`src/rtl/m_seq_sync_detector.sv`:
```
// Sliding-window M-sequence correlator: builds the reference code, acquires the
// period boundary, then tracks it once per period until repeated misses drop lock.
module m_seq_sync_detector #(
    parameter int unsigned       N        = 63,
    parameter int unsigned       LENGTH   = $clog2(N),
    parameter int unsigned       CW       = $clog2(N + 1),
    parameter logic [LENGTH-1:0] POLYNOME = 6'b100111,
    parameter logic [LENGTH-1:0] SEED     = 6'b101010,
    parameter int unsigned       THRESH   = 60,
    parameter int unsigned       MISS_MAX = 3
) (
    input  logic          clkin,
    input  logic          rstn,
    input  logic          chip_i,
    input  logic          chip_valid_i,
    output logic          ready_o,
    output logic          sync_o,
    output logic          detect_o,
    output logic [CW-1:0] corr_o,
    output logic [1:0]    miss_o
);

    typedef enum logic [1:0] {
        S_INIT,
        S_SEARCH,
        S_LOCKED
    } state_t;

    state_t            state;
    logic [LENGTH-1:0] lfsr;
    logic [LENGTH-1:0] init_cnt;
    logic [LENGTH-1:0] chip_cnt;
    logic [N-1:0]      ref_code;
    logic [N-1:0]      window;
    logic [CW-1:0]     fill;

    logic [N-1:0]      win_next;
    logic [N-1:0]      diff;
    logic [CW-1:0]     mism;
    logic [CW-1:0]     agree;
    logic              match;
    logic              accept;

    // Score is taken on the window as it will look after the current chip
    always_comb begin
        win_next = {window[N-2:0], chip_i};
        diff     = win_next ^ ref_code;
        mism     = '0;
        for (int i = 0; i < int'(N); i++) begin
            mism = mism + CW'(diff[i]);
        end
        agree  = CW'(N) - mism;
        match  = (agree >= CW'(THRESH));
        accept = chip_valid_i && (state != S_INIT);
    end

    always_ff @(posedge clkin or negedge rstn) begin
        if (!rstn) begin
            state    <= S_INIT;
            lfsr     <= SEED;
            init_cnt <= '0;
            chip_cnt <= '0;
            ref_code <= '0;
            window   <= '0;
            fill     <= '0;
            ready_o  <= 1'b0;
            sync_o   <= 1'b0;
            detect_o <= 1'b0;
            corr_o   <= '0;
            miss_o   <= '0;
        end else begin
            detect_o <= 1'b0;

            if (accept) begin
                window <= win_next;
                if (fill != CW'(N)) begin
                    fill <= fill + CW'(1);
                end
            end

            case (state)
                S_INIT: begin
                    ref_code <= {ref_code[N-2:0], lfsr[0]};
                    lfsr     <= {^(POLYNOME & lfsr), lfsr[LENGTH-1:1]};
                    if (init_cnt == LENGTH'(N - 1)) begin
                        ready_o <= 1'b1;
                        state   <= S_SEARCH;
                    end else begin
                        init_cnt <= init_cnt + LENGTH'(1);
                    end
                end

                S_SEARCH: begin
                    // fill reaches N with this chip
                    if (accept && (fill >= CW'(N - 1))) begin
                        corr_o <= agree;
                        if (match) begin
                            detect_o <= 1'b1;
                            sync_o   <= 1'b1;
                            chip_cnt <= '0;
                            miss_o   <= '0;
                            state    <= S_LOCKED;
                        end
                    end
                end

                S_LOCKED: begin
                    if (accept) begin
                        if (chip_cnt == LENGTH'(N - 1)) begin
                            chip_cnt <= '0;
                            corr_o   <= agree;
                            detect_o <= 1'b1;
                            if (match) begin
                                miss_o <= '0;
                            end else if (miss_o == 2'(MISS_MAX - 1)) begin
                                // window is kept so the very next chip may relock
                                miss_o <= '0;
                                sync_o <= 1'b0;
                                state  <= S_SEARCH;
                            end else begin
                                miss_o <= miss_o + 2'd1;
                            end
                        end else begin
                            chip_cnt <= chip_cnt + LENGTH'(1);
                        end
                    end
                end

                default: state <= S_INIT;
            endcase
        end
    end

endmodule

```
`config.mk`:
```
export PLATFORM = sky130hd
export DESIGN_NAME = m_seq_sync_detector
export DESIGN_NICKNAME = d
export VERILOG_FILES = /design/src/rtl/m_seq_sync_detector.sv
export SDC_FILE = /design/constraint.sdc
export NUM_CORES = 1
export LEC_CHECK = 0
export ABC_AREA = 1
export CORE_MARGIN = 5
export CORE_UTILIZATION = 40
export DETAILED_ROUTE_END_ITERATION = 6
export SYNTH_ARGS = -nofsm -noshare
export SYNTH_HDL_FRONTEND = slang
export SYNTH_SLANG_ARGS = --single-unit
```
`constraint.sdc`:
```
create_clock -name clkin -period 10.1 [get_ports clkin]
set_clock_uncertainty 0.2 [all_clocks]
set_input_delay 1.01 -clock clkin [delete_from_list [all_inputs] [get_ports clkin]]
set_output_delay 1.01 -clock clkin [all_outputs]
set_load 0.01 [all_outputs]
```
# Yosys cells after proc, flatten, opt, wreduce, memory -nomap -nowiden
# Cells that the tools add are included.
[classes]
bitwise_logic = 2
eq_ne = 13
n_mul = 0
reduce_logical = 14
n_lt_le_gt_ge = 2
mux = 36
n_addsub = 67
shift = 0
div_mod_pow = 0
[ops]
columns = ["cell", "count"]
rows = [
  ["$add A6 B1 Y6", 57],
  ["$xor A63 B63 Y63", 1],
  ["$mux W6", 7],
  ["$mux W2", 13],
  ["$pmux W6 S2", 2],
  ["$add A6 B1 Y6 const B", 3],
  ["$ne A2 B2 Y1 const B", 7],
  ["$reduce_and A7 Y1", 2],
  ["$eq A6 B6 Y1 const B", 2],
  ["$ge A6 B6 Y1 const B", 2],
  ["$mux W1", 10],
  ["$reduce_and A4 Y1", 2],
  ["$add A5 B1 Y6", 1],
  ["$ne A6 B6 Y1 const B", 1],
  ["$pmux W2 S3", 1],
  ["$reduce_and A2 Y1", 3],
  ["$reduce_xor A6 Y1", 1],
  ["$sub A6 B6 Y6 const A", 1],
  ["$add A4 B1 Y5", 1],
  ["$reduce_and A5 Y1", 1],
  ["$add A3 B1 Y4", 1],
  ["$eq A2 B2 Y1 const B", 2],
  ["$pmux W1 S2", 2],
  ["$pmux W2 S2", 1],
  ["other kinds (8)", 10],
]
[totals]
regBits = 162
in_bits = 4
ramBits = 0
romBits = 0
wordCells = 146
latchBits = 0
n_memories = 0

# Depth between registers and ports, before layout
[logic_depth]
depth_word = 69
ltp_mapped = 31

# Least setup slack after synthesis
# OpenSTA, ideal clock, no wires.
[synth_timing]
path_type = "reg2reg"
start = "register ref_code[4]"
end = "register chip_cnt[3]"
period_less_slack_ns = 6.801
n_path_buf = 1
path_slack_ns = 3.299
t_required_ns = 9.777
arrival_time_ns = 6.478
stages_incl_launch_ff = 26
setup_time_ns = 0.123
cell_sequence = "dfrtp_1 > xor2_1 > fa_1 > inv_1 > ha_1 > fa_1 > inv_1 > fa_1 > inv_1 > fa_1 > fa_1 > fa_1 > fa_1 > inv_1 > fa_1 > ha_1 > inv_1 > fa_1 > inv_1 > nor3_2 > nand3_4 > nand2_2 > nand3_2 > buf_6 > nand2_2 > o21ai_2"
[synth_between]
elab_chain_len = 64
[synth_lines]
columns = ["item", "line_no", "text"]
rows = [
  ["start: declaration", "33", "logic [N-1:0] ref_code;"],
  ["start signal: assignment", "83", "ref_code <= {ref_code[N-2:0], lfsr[0]};"],
  ["$xor A63 B63 Y63", "47", "diff = win_next ^ ref_code;"],
  ["$add A4 B1 Y5", "50", "mism = mism + CW'(diff[i]);"],
  ["$add A5 B1 Y6", "50", ""],
  ["$add A6 B1 Y6 (57 in series)", "50", ""],
  ["$sub A6 B6 Y6", "52", "agree = CW'(N) - mism;"],
  ["named net agree[3]", "40", "logic [CW-1:0] agree;"],
  ["$ge A6 B6 Y1", "53", "match = (agree >= CW'(THRESH));"],
  ["$ne A2 B2 Y1 (no line)", "-", ""],
  ["$reduce_and A4 Y1 (no line)", "-", ""],
  ["end signal: assignment", "124", "chip_cnt <= chip_cnt + LENGTH'(1);"],
  ["end: declaration", "32", "logic [LENGTH-1:0] chip_cnt;"],
]
# The timed path passes the listed nets, and every way through them passes these cells.
# A chain may end at the register's enable or synchronous reset.

# Worst setup path in the final report
[layout_timing]
start = "input chip_i"
end = "register chip_cnt[5]"
[layout_between]
elab_chain_len = 67
[layout_lines]
columns = ["item", "line_no", "text"]
rows = [
  ["start: declaration", "14", "input logic chip_i,"],
  ["$xor A63 B63 Y63", "47", ""],
  ["$add A1 B1 Y2", "50", ""],
  ["$add A2 B1 Y3", "50", ""],
  ["$add A3 B1 Y4", "50", ""],
  ["$add A4 B1 Y5", "50", ""],
  ["$add A5 B1 Y6", "50", ""],
  ["$add A6 B1 Y6 (57 in series)", "50", ""],
  ["$sub A6 B6 Y6", "52", ""],
  ["named net agree[3]", "40", ""],
  ["$ge A6 B6 Y1", "53", ""],
  ["$ne A2 B2 Y1 (no line)", "-", ""],
  ["$reduce_and A4 Y1 (no line)", "-", ""],
]
# The timed path passes the listed nets, and every way through them passes these cells.

==> results.toml <==
[synth]
synthMuxAreaShare_pct = 0.1605
synthTopCellsByArea = "dfrtp_1 (43%), nand2_1 (12%), fa_1 (11%)"
synth_ff_type = "dfrtp_1"
syn_area_per_cell_sq_um = 9.412
synth_top_area_share_pct = 42.53
synth-adder-area-share_pct = 19.95
yosysSeqAreaShare_pct = 43.37
synth_top_family_by_area = "adder cells"
synth_area_sq_mm = 0.009355
synthCells = 994
synth_xor_area_share_pct = 7.583
yosysMostFrequentCell = "nand2_1"
netlist_top_cells_count = "nand2_1 (301), dfrtp_1 (159), inv_1 (146)"
synth-edff-count = 0
synth_top_area_cell = "dfrtp_1"
synth-compound-area-share_pct = 5.537
post_synth_num_cell_types = 35
synth_nets = 1116
yosysWarnings = 0
async_flop_share_pct = 100.0
synth_simple_gate_area_share_pct = 15.65
ys_ff_latch = 162

[job]
max_cap_viol_count = 0

[placement]
dp_hpwl_um = 11120
dp_cells = 1298
io_buffers = 14
place.gp.congestion = 0.7974

[clocking]
clk_latency_ns = 0.42
clockBufferDepth = 2
cts_tree = "built"
cts_sinks = 162
cts_made_buffers = 17
postCtsSetupRepairBufs = 0
ctsResizeCount = 0
htreeDepth = 4
hold_buffers = 0
clkTransAtPathRegs_ns = 0.06
root_buffer = "clkbuf_16"

[layout]
multi_input_area_sq_mm = 0.004576
regArea_sq_mm = 0.004058
fin_nets = 1120
fillCellCount = 2348
diodes = 0
synthToLayoutAreaGrowth_pct = 10.55
drive_gt1_share_pct = 7.221
final_cell_count_no_fill = 1330

[timing]
worst_pin_slew_ns = 0.9030
finalHoldViolations = 0
setup-tns-final_ns = 0
slew-limit-headroom_pct = 39.80
max_freq_mhz = 138.0
rsz0062_at_grt = "no"
min_period_over_period_pct = 71.75
setup_viol = 0
final_max_slew_viol_count = 0
fin_crit_ns = 7.247

[pwr]
p_per_area_mw_per_mm2 = 127.4
peakVddDrop_uv = 103.0
clkPwrFrac_pct = 48.7
p_seq_share_pct = 49.3
p_leak_uw = 0.005351
p_sw_share_pct = 21.49
comb_power_share_pct = 2.1
power.switching_uw = 283.2
p_int_uw = 1034

[critical_path]
worst_setup_path_start_kind = "input port"
cp-end-kind = "register"
critical_path_peak_fanout = 12
worstPathRequired_ns = 10.20
critPathArrivalTime_ns = 7.35
crit_type = "input port to register"

[global_route]
grt_overflow = 0
grt_pass1_wl_um = 30260
grt_pass1_vias = 6313
grtUsageTotal_pct = 13.99
grt_max_degree = 96
antenna_found_initial = 0

[floorplanning]
die_h_um = 162.9
die_w_um = 162.9
coreArea_sq_mm = 0.02326
fp.dieArea_sq_mm = 0.02655
initial_core_util_pct = 40.22
rows = 56
pin_count = 15

[route]
dr_total_vias = 6028
vias_per_cell = 4.532
post_drt_wl_per_cell_um = 12.55
drc_errors = 0
dr.pass1.iters = 4
dr.first_iter.drc_count = 296
routed_wl_um = 16690
ant_nets = 0

[min_path]
hold_path_class = "register to register"

[run_status]
status = "finished clean"
## path summary, 6_finish.rpt
kind | endpoint | cells past startpoint | slack (ns) | from
min in group asynchronous | fill[3]$_DFFE_PN0P_ | 1 | 0.46 | rstn
max in group asynchronous | ref_code[32]$_DFFE_PN0P_ | 2 | 7.82 | rstn
hold reg to reg | lfsr[3]$_DFFE_PN1P_ | 2 | 0.27 | lfsr[3]$_DFFE_PN1P_
setup / recovery | chip_cnt[5]$_DFFE_PN0P_ | 26 | 2.85 | chip_i
hold / removal | lfsr[3]$_DFFE_PN1P_ | 2 | 0.27 | lfsr[3]$_DFFE_PN1P_
setup reg to reg | chip_cnt[5]$_DFFE_PN0P_ | 24 | 2.88 | ref_code[4]$_DFFE_PN0P_
## kinds of logic (layout without fill, tap and decap cells)
logic type,Yosys count,after routing
compound gates,93,93
buf+inv,183,200
simple gates,356,356
flops,162,162
mux,1,1
fa+ha+maj,118,118
xor+xnor,81,81
## state kept, by name, summed over array words and instances, names as in the netlist
signal    count
chip_cnt      6
corr_o        6
detect_o      1
fill          6
init_cnt      6
lfsr          6
miss_o        2
ready_o       1
ref_code     63
state         2
sync_o        1
window       62
## cells in the final DEF, fill, tap and decap left out, drive strengths merged, types with 2 or more instances in the layout
master         netlist  final
nor2                14     14
xor2                38     38
nand3               17     17
bufinv               0      2
fa                  52     52
clkbuf              27     24
clkinv               0      3
nand4                7      7
buf                  4      3
o21ai               86     86
nand2              312    312
clkdlybuf4s50        0     13
or2                  3      3
nor3                 2      2
inv                152    154
dfrtp              159    159
dfstp                3      3
a21oi                3      3
xnor2               43     43
ha                  66     66
## per-stage QoR
| step | hold WS (ns) | utilization [%] | instance area (sq um) | setup WS (ns) | total power [uW] |
|---|---|---|---|---|---|
| floorplan | 0.2437 | - | 9355 | 3.299 | 671.7 |
| global placement | 0.2529 | 41.99 | 9767 | 2.420 | 689.0 |
| detailed placement | 0.2601 | 41.99 | 9767 | 2.369 | 689.4 |
| CTS | 0.2703 | 44.46 | 10340 | 2.810 | 1337 |
| global route | 0.2950 | 44.46 | 10340 | 2.449 | 1369 |
| finish | 0.2660 | 44.46 | 10340 | 2.853 | 1318 |
## worst max-delay path, stage by stage
cell and delay (ns):
clkdlybuf4s50_1 0.45, xnor2_1 0.17, fa_1 0.37, inv_1 0.06
ha_1 0.21, inv_1 0.07, fa_1 0.41, ha_1 0.18
inv_1 0.07, fa_1 0.43, fa_1 0.42, inv_1 0.08
fa_1 0.43, fa_1 0.49, inv_1 0.05, fa_1 0.47
ha_1 0.28, inv_1 0.06, fa_1 0.53, inv_1 0.06
nor3_2 0.28, nand3_4 0.12, nand2_2 0.11, nand3_2 0.28
nand2_1 0.17, o21ai_2 0.06
## power groups by stage
stage / sequential, uW / clock, uW / combinational (uW)
5_1_grt: 648 / 687 / 33.3
6_report: 649 / 641 / 27.1
2_1_floorplan: 661 / 0 / 10.6
4_1_cts: 649 / 659 / 28.7
3_5_place_dp: 661 / 0 / 28.5
3_3_place_gp: 661 / 0 / 28.1
## area by class of cell
class	instances	share of cell area (%)
clock buffers	24	4.561
clock inverters	8	1.004
inverters	152	5.589
multi-input cells	649	44.24
flip-flops and latches	162	39.23
well taps	319	3.859
repair buffers	16	1.512
## routing by layer
layer / GRT usage [%] / part of all wire [%] / up-vias
met5: 0 / 0 / -
met4: 4.613 / 1.7 / 0
met3: 2.354 / 1.7 / 17
met2: 22.72 / 47 / 46
met1: 19.18 / 50 / 2923
li1: - / - / 3042
No activity file was read; power rests on OpenSTA's default activity.
